`src/rtl/iob_rom_dp_streamer.sv`:
```
// -----------------------------------------------------------------------------
// iob_rom_dp_streamer
//
// Read sequencer for one port of a dual-port ROM. A start command latches a
// base address and word count; the block then issues single-word reads
// (one-cycle registered ROM latency) and streams the returned words out on a
// valid/ready interface. A two-entry skid FIFO holds words that are already
// in flight when the consumer stalls, so back-pressure never loses data and
// throughput is one word per cycle while ready_i stays high.
//
// Optional feature macro: IOB_ROM_DP_STREAMER_LAST_EN
//   defined   -> last_o port exists; a last flag rides with each FIFO entry.
//   undefined -> no last_o port and no flag storage.
//
// Ports:
//   clk_i, arst_n_i      clock (rising edge), async active-low reset
//   start_i              start command, sampled only in IDLE
//   base_addr_i, len_i   first address / word count (0..2**ADDR_W), latched
//   busy_o, done_o       transfer in progress / one-cycle completion pulse
//   rom_addr_o,
//   rom_r_en_o,
//   rom_r_data_i         ROM port (data valid the cycle after rom_r_en_o)
//   data_o, valid_o,
//   ready_i              output stream
//   last_o               final-word marker (macro builds only)
// -----------------------------------------------------------------------------
module iob_rom_dp_streamer #(
   parameter int DATA_W = 32,
   parameter int ADDR_W = 11
) (
   input  logic              clk_i,
   input  logic              arst_n_i,
   input  logic              start_i,
   input  logic [ADDR_W-1:0] base_addr_i,
   input  logic [ADDR_W:0]   len_i,
   output logic              busy_o,
   output logic              done_o,
   output logic [ADDR_W-1:0] rom_addr_o,
   output logic              rom_r_en_o,
   input  logic [DATA_W-1:0] rom_r_data_i,
   output logic [DATA_W-1:0] data_o,
   output logic              valid_o,
   input  logic              ready_i
`ifdef IOB_ROM_DP_STREAMER_LAST_EN
   ,
   output logic              last_o
`endif
);

   typedef enum logic [1:0] {S_IDLE, S_RUN, S_DRAIN} state_e;

   state_e              state_q, state_d;
   logic [ADDR_W-1:0]   addr_q, addr_d;     // next address to read
   logic [ADDR_W:0]     rem_q, rem_d;       // reads still to issue
   logic [ADDR_W-1:0]   raddr_q, raddr_d;   // last address driven to the ROM
   logic                zdone_q, zdone_d;   // done pulse for a zero-length start
   logic                inflight_q;         // read issued last cycle
   logic [1:0]          count_q, count_d;   // FIFO occupancy 0..2
   logic                wr_ptr_q, rd_ptr_q;
   logic [DATA_W-1:0]   mem_q [2];

   logic                issue;
   logic                issue_ok;
   logic                drain_done;
   logic                pop;

   assign valid_o = (count_q != 2'd0);
   assign data_o  = mem_q[rd_ptr_q];
   assign pop     = valid_o & ready_i;

   // Only issue if the word will have a free FIFO slot when it lands:
   // occupancy next cycle (count + inflight - pop) must leave room for it.
   assign issue_ok = ({1'b0, count_q} + {2'b00, inflight_q}) <= (3'd1 + {2'b00, pop});

   assign busy_o     = (state_q != S_IDLE);
   assign done_o     = zdone_q | drain_done;
   assign rom_r_en_o = issue;
   // Address holds its last value between reads rather than showing addr_q.
   assign rom_addr_o = issue ? addr_q : raddr_q;
   assign raddr_d    = rom_addr_o;
   assign count_d    = count_q + {1'b0, inflight_q} - {1'b0, pop};

   always_comb begin
      state_d    = state_q;
      addr_d     = addr_q;
      rem_d      = rem_q;
      zdone_d    = 1'b0;
      issue      = 1'b0;
      drain_done = 1'b0;
      unique case (state_q)
         S_IDLE: begin
            if (start_i) begin
               if (len_i != '0) begin
                  state_d = S_RUN;
                  addr_d  = base_addr_i;
                  rem_d   = len_i;
               end else begin
                  zdone_d = 1'b1;
               end
            end
         end
         S_RUN: begin
            if (issue_ok) begin
               issue  = 1'b1;
               addr_d = addr_q + ADDR_W'(1);   // wraps modulo 2**ADDR_W
               rem_d  = rem_q - (ADDR_W+1)'(1);
               if (rem_q == (ADDR_W+1)'(1)) state_d = S_DRAIN;
            end
         end
         S_DRAIN: begin
            if (count_q == 2'd0 && !inflight_q) begin
               drain_done = 1'b1;
               state_d    = S_IDLE;
            end
         end
         default: state_d = S_IDLE;
      endcase
   end

   always_ff @(posedge clk_i or negedge arst_n_i) begin
      if (!arst_n_i) begin
         state_q    <= S_IDLE;
         addr_q     <= '0;
         rem_q      <= '0;
         raddr_q    <= '0;
         zdone_q    <= 1'b0;
         inflight_q <= 1'b0;
         count_q    <= 2'd0;
         wr_ptr_q   <= 1'b0;
         rd_ptr_q   <= 1'b0;
         for (int i = 0; i < 2; i++) mem_q[i] <= '0;
      end else begin
         state_q    <= state_d;
         addr_q     <= addr_d;
         rem_q      <= rem_d;
         raddr_q    <= raddr_d;
         zdone_q    <= zdone_d;
         inflight_q <= issue;
         count_q    <= count_d;
         if (inflight_q) begin
            mem_q[wr_ptr_q] <= rom_r_data_i;
            wr_ptr_q        <= ~wr_ptr_q;
         end
         if (pop) rd_ptr_q <= ~rd_ptr_q;
      end
   end

`ifdef IOB_ROM_DP_STREAMER_LAST_EN
   // Last flag follows the final read through the ROM latency into the FIFO.
   logic last_inf_q;
   logic lmem_q [2];

   assign last_o = valid_o & lmem_q[rd_ptr_q];

   always_ff @(posedge clk_i or negedge arst_n_i) begin
      if (!arst_n_i) begin
         last_inf_q <= 1'b0;
         lmem_q[0]  <= 1'b0;
         lmem_q[1]  <= 1'b0;
      end else begin
         last_inf_q <= issue & (rem_q == (ADDR_W+1)'(1));
         if (inflight_q) lmem_q[wr_ptr_q] <= last_inf_q;
      end
   end
`endif

endmodule

```
`config.mk`:
```
export PLATFORM = sky130hd
export DESIGN_NAME = iob_rom_dp_streamer
export DESIGN_NICKNAME = d
export VERILOG_FILES = /design/src/rtl/iob_rom_dp_streamer.sv
export SDC_FILE = /design/constraint.sdc
export NUM_CORES = 1
export LEC_CHECK = 0
export CAP_MARGIN = 0
export CORE_MARGIN = 1.5
export CORE_UTILIZATION = 40
export CTS_CLUSTER_DIAMETER = 50
export DETAILED_ROUTE_END_ITERATION = 7
export MAX_ROUTING_LAYER = met4
export PLACE_DENSITY = 0.72
export SETUP_SLACK_MARGIN = 0.1
export SLEW_MARGIN = 10
export SYNTH_ARGS = -nofsm -noshare
export SYNTH_HDL_FRONTEND = slang
export SYNTH_SLANG_ARGS = --single-unit
```
`constraint.sdc`:
```
create_clock -name clk_i -period 3 [get_ports clk_i]
set_input_delay 0.6 -clock clk_i [delete_from_list [all_inputs] [get_ports clk_i]]
set_output_delay 0.6 -clock clk_i [all_outputs]
set_load 0.1 [all_outputs]
```
==> results of run 1 <==
[worst paths after layout]
| check | endpoint | cells past startpoint |
|---|---|---|
| max | rom_addr_o[3] | 7 |
| min | mem_q[2] | 1 |
| max reg2reg | addr_q[6] | 8 |
| min reg2reg | mem_q[39] | 1 |
| max in group asynchronous | raddr_q[5] | 2 |
| min in group clk_i | mem_q[39] | 1 |
[registers in the layout, indices dropped and copies added, names as in the netlist]
signal / cells
rd_ptr_q: 1
state_q: 2
addr_q: 11
mem_q: 64
wr_ptr_q: 1
zdone_q: 1
rem_q: 12
count_q: 2
raddr_q: 11
inflight_q: 1
[area by class of cell]
| cell class | count | area, µm² |
|---|---|---|
| fillers | 970 | 5090 |
| flip-flops and latches | 106 | 2660 |
| multi-input cells | 273 | 2200 |
| repair buffers | 116 | 1600 |
| clock buffers | 10 | 239 |
| well taps | 168 | 210 |
| clock inverters | 6 | 50.0 |
| inverters | 5 | 18.8 |
[metrics by stage]
stage	area (µm²)	hold slack, ns	worst slack (ns)
final	6970	0.320	0.188
after global placement	6650	0.463	0.168
after floorplan	4960	0.304	0.331
after CTS	6940	0.346	0.121
after global routing	6970	0.377	0.103
after detailed placement	6650	0.482	0.140
[critical path, cell delays in order, from the launching register on]
cell and delay (ns):
dfrtp_2 0.43, ha_1 0.20, ha_1 0.30, a21oi_2 0.18, nand2_2 0.09, buf_6 0.16
mux2_2 0.31, buf_12 0.17
[cell families after synthesis]
family | share of synthesized area (%)
XOR/XNOR | 0.530
AND/OR/NAND/NOR | 8.22
adder cells (fa/ha/maj) | 1.51
buffers and inverters | 2.47
multiplexers | 24.7
flip-flops | 53.5
AO/OA/AOI/OAI | 9.13
[placed cells by master (no fill, tap or decap), types with 3 or more instances in the layout]
cell and instances:
or2_2 3, a21o_1 5, nor3_1 7, inv_1 5, clkdlybuf4s50_1 56, nand3_1 11, clkbuf_16 9, ha_1 6
buf_4 12, mux2_2 105, dfrtp_1 104, nor2_1 14, nand2_1 23, o22ai_1 5, a21oi_1 23, o21ai_0 21
buf_12 46, nor4_1 5, o2bb2ai_1 7, and3_1 3
[routing by layer]
layer	vias up	GRT usage, %	share of wire [%]
li1	1673	-	-
met1	1804	23.9	46
met2	135	28.3	45
met3	21	4.18	6.1
met4	0	7.58	2.0
met5	-	-	0
[what timing repair did]
action / in CTS / in global routing
resized for setup: 3 / 3
setup endpoints to repair: 11 / 11
setup buffers: 0 / 3
pin swaps: 0 / 1
==> run metrics, run 1 <==
root buffer cell clkbuf_16; largest net degree at the start of global routing 59; Clock Sinks 106; sequential fraction of the synthesis area 53.5%; Final ANT Viol Nets 0; clock latency on the worst-skew pair 0.35 ns; die height 114 µm; async set-reset flop share out of synthesis 100%; worst reg-to-reg setup slack 0.71 ns; Worst Tran Pin Value 1.15 ns; CTS tree done; clk_skew 0.00392 ns; row cnt 40; WL final 11100 µm; Max Cap Violations 0; Placed Cells 665; die area 13100 µm²; period utilisation layout 93.7%; number of flops mapped to enable cells by yosys 0; grt total ovfl 0; All-Layer GR Usage 18.5%; Hold Vio Cnt, Final 0; RSZ-0062 raised after global routing false; hold_buf cts 0; Antenna Cells 0; #FFs+latches synth 106; Fin Setup TNS 0 ns; Via Count 3633; Wirelength per Cell 16.3 µm; CP required 2.40 ns; Mapped Cells 408; most numerous cell in the Yosys netlist dfrtp_1; first-pass GRT wire length 18400 µm; Synth Flop Type dfrtp_1; Initial DRC Count 123; crit path kind flop to primary output; post-synthesis instance area 4960 µm²; Synth top cells by count 106 x dfrtp_1, 105 x mux2_2, 24 x a21oi_1, 24 x nand2_1, 21 x o21ai_0; FMAX 356 MHz; status finished clean; hold crit path type input port to async pin; critical path peak fanout 11; TritonRoute pass-1 iters 4; CTS Buf Count 9; Syn. warnings 0; share of the synthesized area in the top cell type 53.5%; die width 114 µm; antenna violations before repair 0; DR vias/cell 5.31; fin. max-slew vios 0; Synthesized Nets 473; worst flop-to-flop path startpoint inflight_q; Avg Cell Area, Syn 12.2 µm²; Nets 576; synthesis-to-layout area growth 40.5%; Finish-stage setup viols 0; DRC Markers 0; fin crit period 2.81 ns; clock transition at the registers of the reported paths 0.07 ns; crit path from inflight_q; share of cells above drive strength 1 37.4%; Slew HR 23.0%; Data arrival, critical path 2.21 ns; Buffers on Ports 105; crit end category primary output; leading area contributor after synthesis dfrtp_1; vias in the first global route 3746; area of the core 12100 µm²; Synth area leaders dfrtp_1 53%, mux2_2 24%, a21oi_1 2.4%; kind of start point of the critical path flop; fin util 57.8%; H-Tree Depth 3; post-route insts no fill 684; final estimated routing congestion in global placement 0.835; initial core utilization 41.1%; Top Ports 106; Post-DP HPWL 7770 µm; post-synthesis cell type count 42; Clock Tree Buf Depth 2
Power of run 1 is left out: the tool's default activity adds up to more than one toggle a clock period on the data nets, which glitch-free logic cannot reach.
==> inputs of run 2 (changes only) <==
Settings changed: CAP_MARGIN 0 to default, SETUP_SLACK_MARGIN 0.1 to default.
==> run 2 against run 1 <==
- sequential cell count unchanged
- utilization down 0.27 points
- critical path depth unchanged
- non-clock buffer count down 3
- via count down 0.83%
- worst setup slack worse by 0.066 ns
- worst hold slack better by 0.0015 ns
- critical endpoint unchanged
==> run metrics, run 2 (synthesis results as in run 1) <==
antenna violations before repair 0; max reg flops 64; DR vias/cell 5.29; final estimated routing congestion in global placement 0.835; hold crit path type input port to async pin; worst stage delay on the critical path 0.45 ns; Finish-stage setup viols 0; root buffer cell clkbuf_16; die height 114 µm; worst flop-to-flop path startpoint inflight_q; commonest non-fill, non-tap cells in the layout 105 x mux2_2, 105 x dfrtp_1, 57 x clkdlybuf4s50_1; CTS tree done; critical path peak fanout 11; crit path from inflight_q; crit end category primary output; crit-path cells ha_1 > ha_1 > a21oi_2 > nand2_1 > buf_4 > mux2_2 > buf_12; hold_buf cts 0; Global Route met2 Usage 28.3%; Data arrival, critical path 2.28 ns; Placed Cells 665; FMAX 347 MHz; All-Layer GR Usage 18.5%; Fin Setup TNS 0 ns; most frequent CP cell ha_1; die area 13100 µm²; Buffers on Ports 105; initial core utilization 41.1%; biggest regs mem_q: 64 flops, rem_q: 12 flops; vias in the first global route 3746; Top Ports 106; clk_skew 0.00390 ns; kind of start point of the critical path flop; grt met3 use 4.18%; TritonRoute pass-1 iters 4; Initial DRC Count 125; Max Cap Violations 0; Post-DP HPWL 7770 µm; clock latency on the worst-skew pair 0.35 ns; post_cts resized 0; Antenna Cells 0; Via Count 3603; final instance area 6940 µm²; DRC Markers 0; RSZ-0062 raised after global routing false; clock transition at the registers of the reported paths 0.07 ns; synthesis-to-layout area growth 39.8%; row cnt 40; grt total ovfl 0; first-pass GRT wire length 18400 µm; Clock Tree Buf Depth 2; CTS Buf Count 9; CP required 2.40 ns; share of cells above drive strength 1 36.6%; Final ANT Viol Nets 0; Clock Sinks 106; Placed Area 6650 µm²; Largest Register mem_q; WHS 0.322 ns; fin crit period 2.88 ns; status finished clean; WL final 11100 µm; area of the core 12100 µm²; Hold Vio Cnt, Final 0; die width 114 µm; Slew HR 22.1%; post-route insts no fill 681; Slowest-stage cell, CP dfrtp_2; period utilisation layout 95.9%; Wirelength per Cell 16.3 µm; H-Tree Depth 3; largest net degree at the start of global routing 59; crit path kind flop to primary output; Worst Tran Pin Value 1.17 ns; setup bufs post-CTS 0; grt met1 use 23.9%; Nets 573; GR peak layer met2; fin. max-slew vios 0
run 2: changes by cell type in the layout (fill, tap and decap cells not counted):
| cell | before | now |
|---|---|---|
| dfrtp_2 | 2 | 1 |
| clkdlybuf4s50_1 | 56 | 57 |
| buf_4 | 12 | 10 |
| dfrtp_1 | 104 | 105 |
| nand2_1 | 23 | 24 |
| nand2_2 | 1 | 0 |
| dlymetal6s2s_1 | 1 | 0 |
| buf_6 | 1 | 0 |
run 2: path summary, 6_finish.rpt:
path	endpoint	slack (ns)	cells past startpoint
min	mem_q[2]	0.32	1
min in group clk_i	mem_q[39]	0.50	1
max reg2reg	addr_q[6]	0.68	8
max in group asynchronous	raddr_q[5]	1.93	2
max	rom_addr_o[3]	0.12	7
min reg2reg	mem_q[39]	0.50	1
run 2: critical path, delay by kind of cell, from the launching register on:
kind                       cells  cell delay [ns]
and+or+nand+nor                1             0.10
AOI/OAI and AO/OA              1             0.07
DFF                            1             0.45
muxes                          1             0.39
buffers and inverters          2             0.38
adders and majority gates      2             0.52
run 2: stage by stage:
stage          utilization [%]  setup WS, ns
6_report                  57.5         0.122
3_5_place_dp              55.1         0.140
5_1_grt                   57.5        0.0320
3_3_place_gp              55.1         0.168
4_1_cts                   57.5        0.0484
2_1_floorplan                -         0.331
run 2: metal layers:
| metal | routed length (µm) | part of all wire, % |
|---|---|---|
| met5 | 0 | 0 |
| met2 | 5090 | 46 |
| met4 | 192 | 1.7 |
| met3 | 719 | 6.5 |
| met1 | 5120 | 46 |
run 2: layout make-up:
type                       count  area, µm²
clock buffer                  10        239
clock inverter                 6       50.0
fill                         967       5120
inverter                       5       18.8
multi-input combinational    273       2200
sequential                   106       2650
tap                          168        210
timing repair buffer         113       1570
Power of run 2 is left out for the same reason.
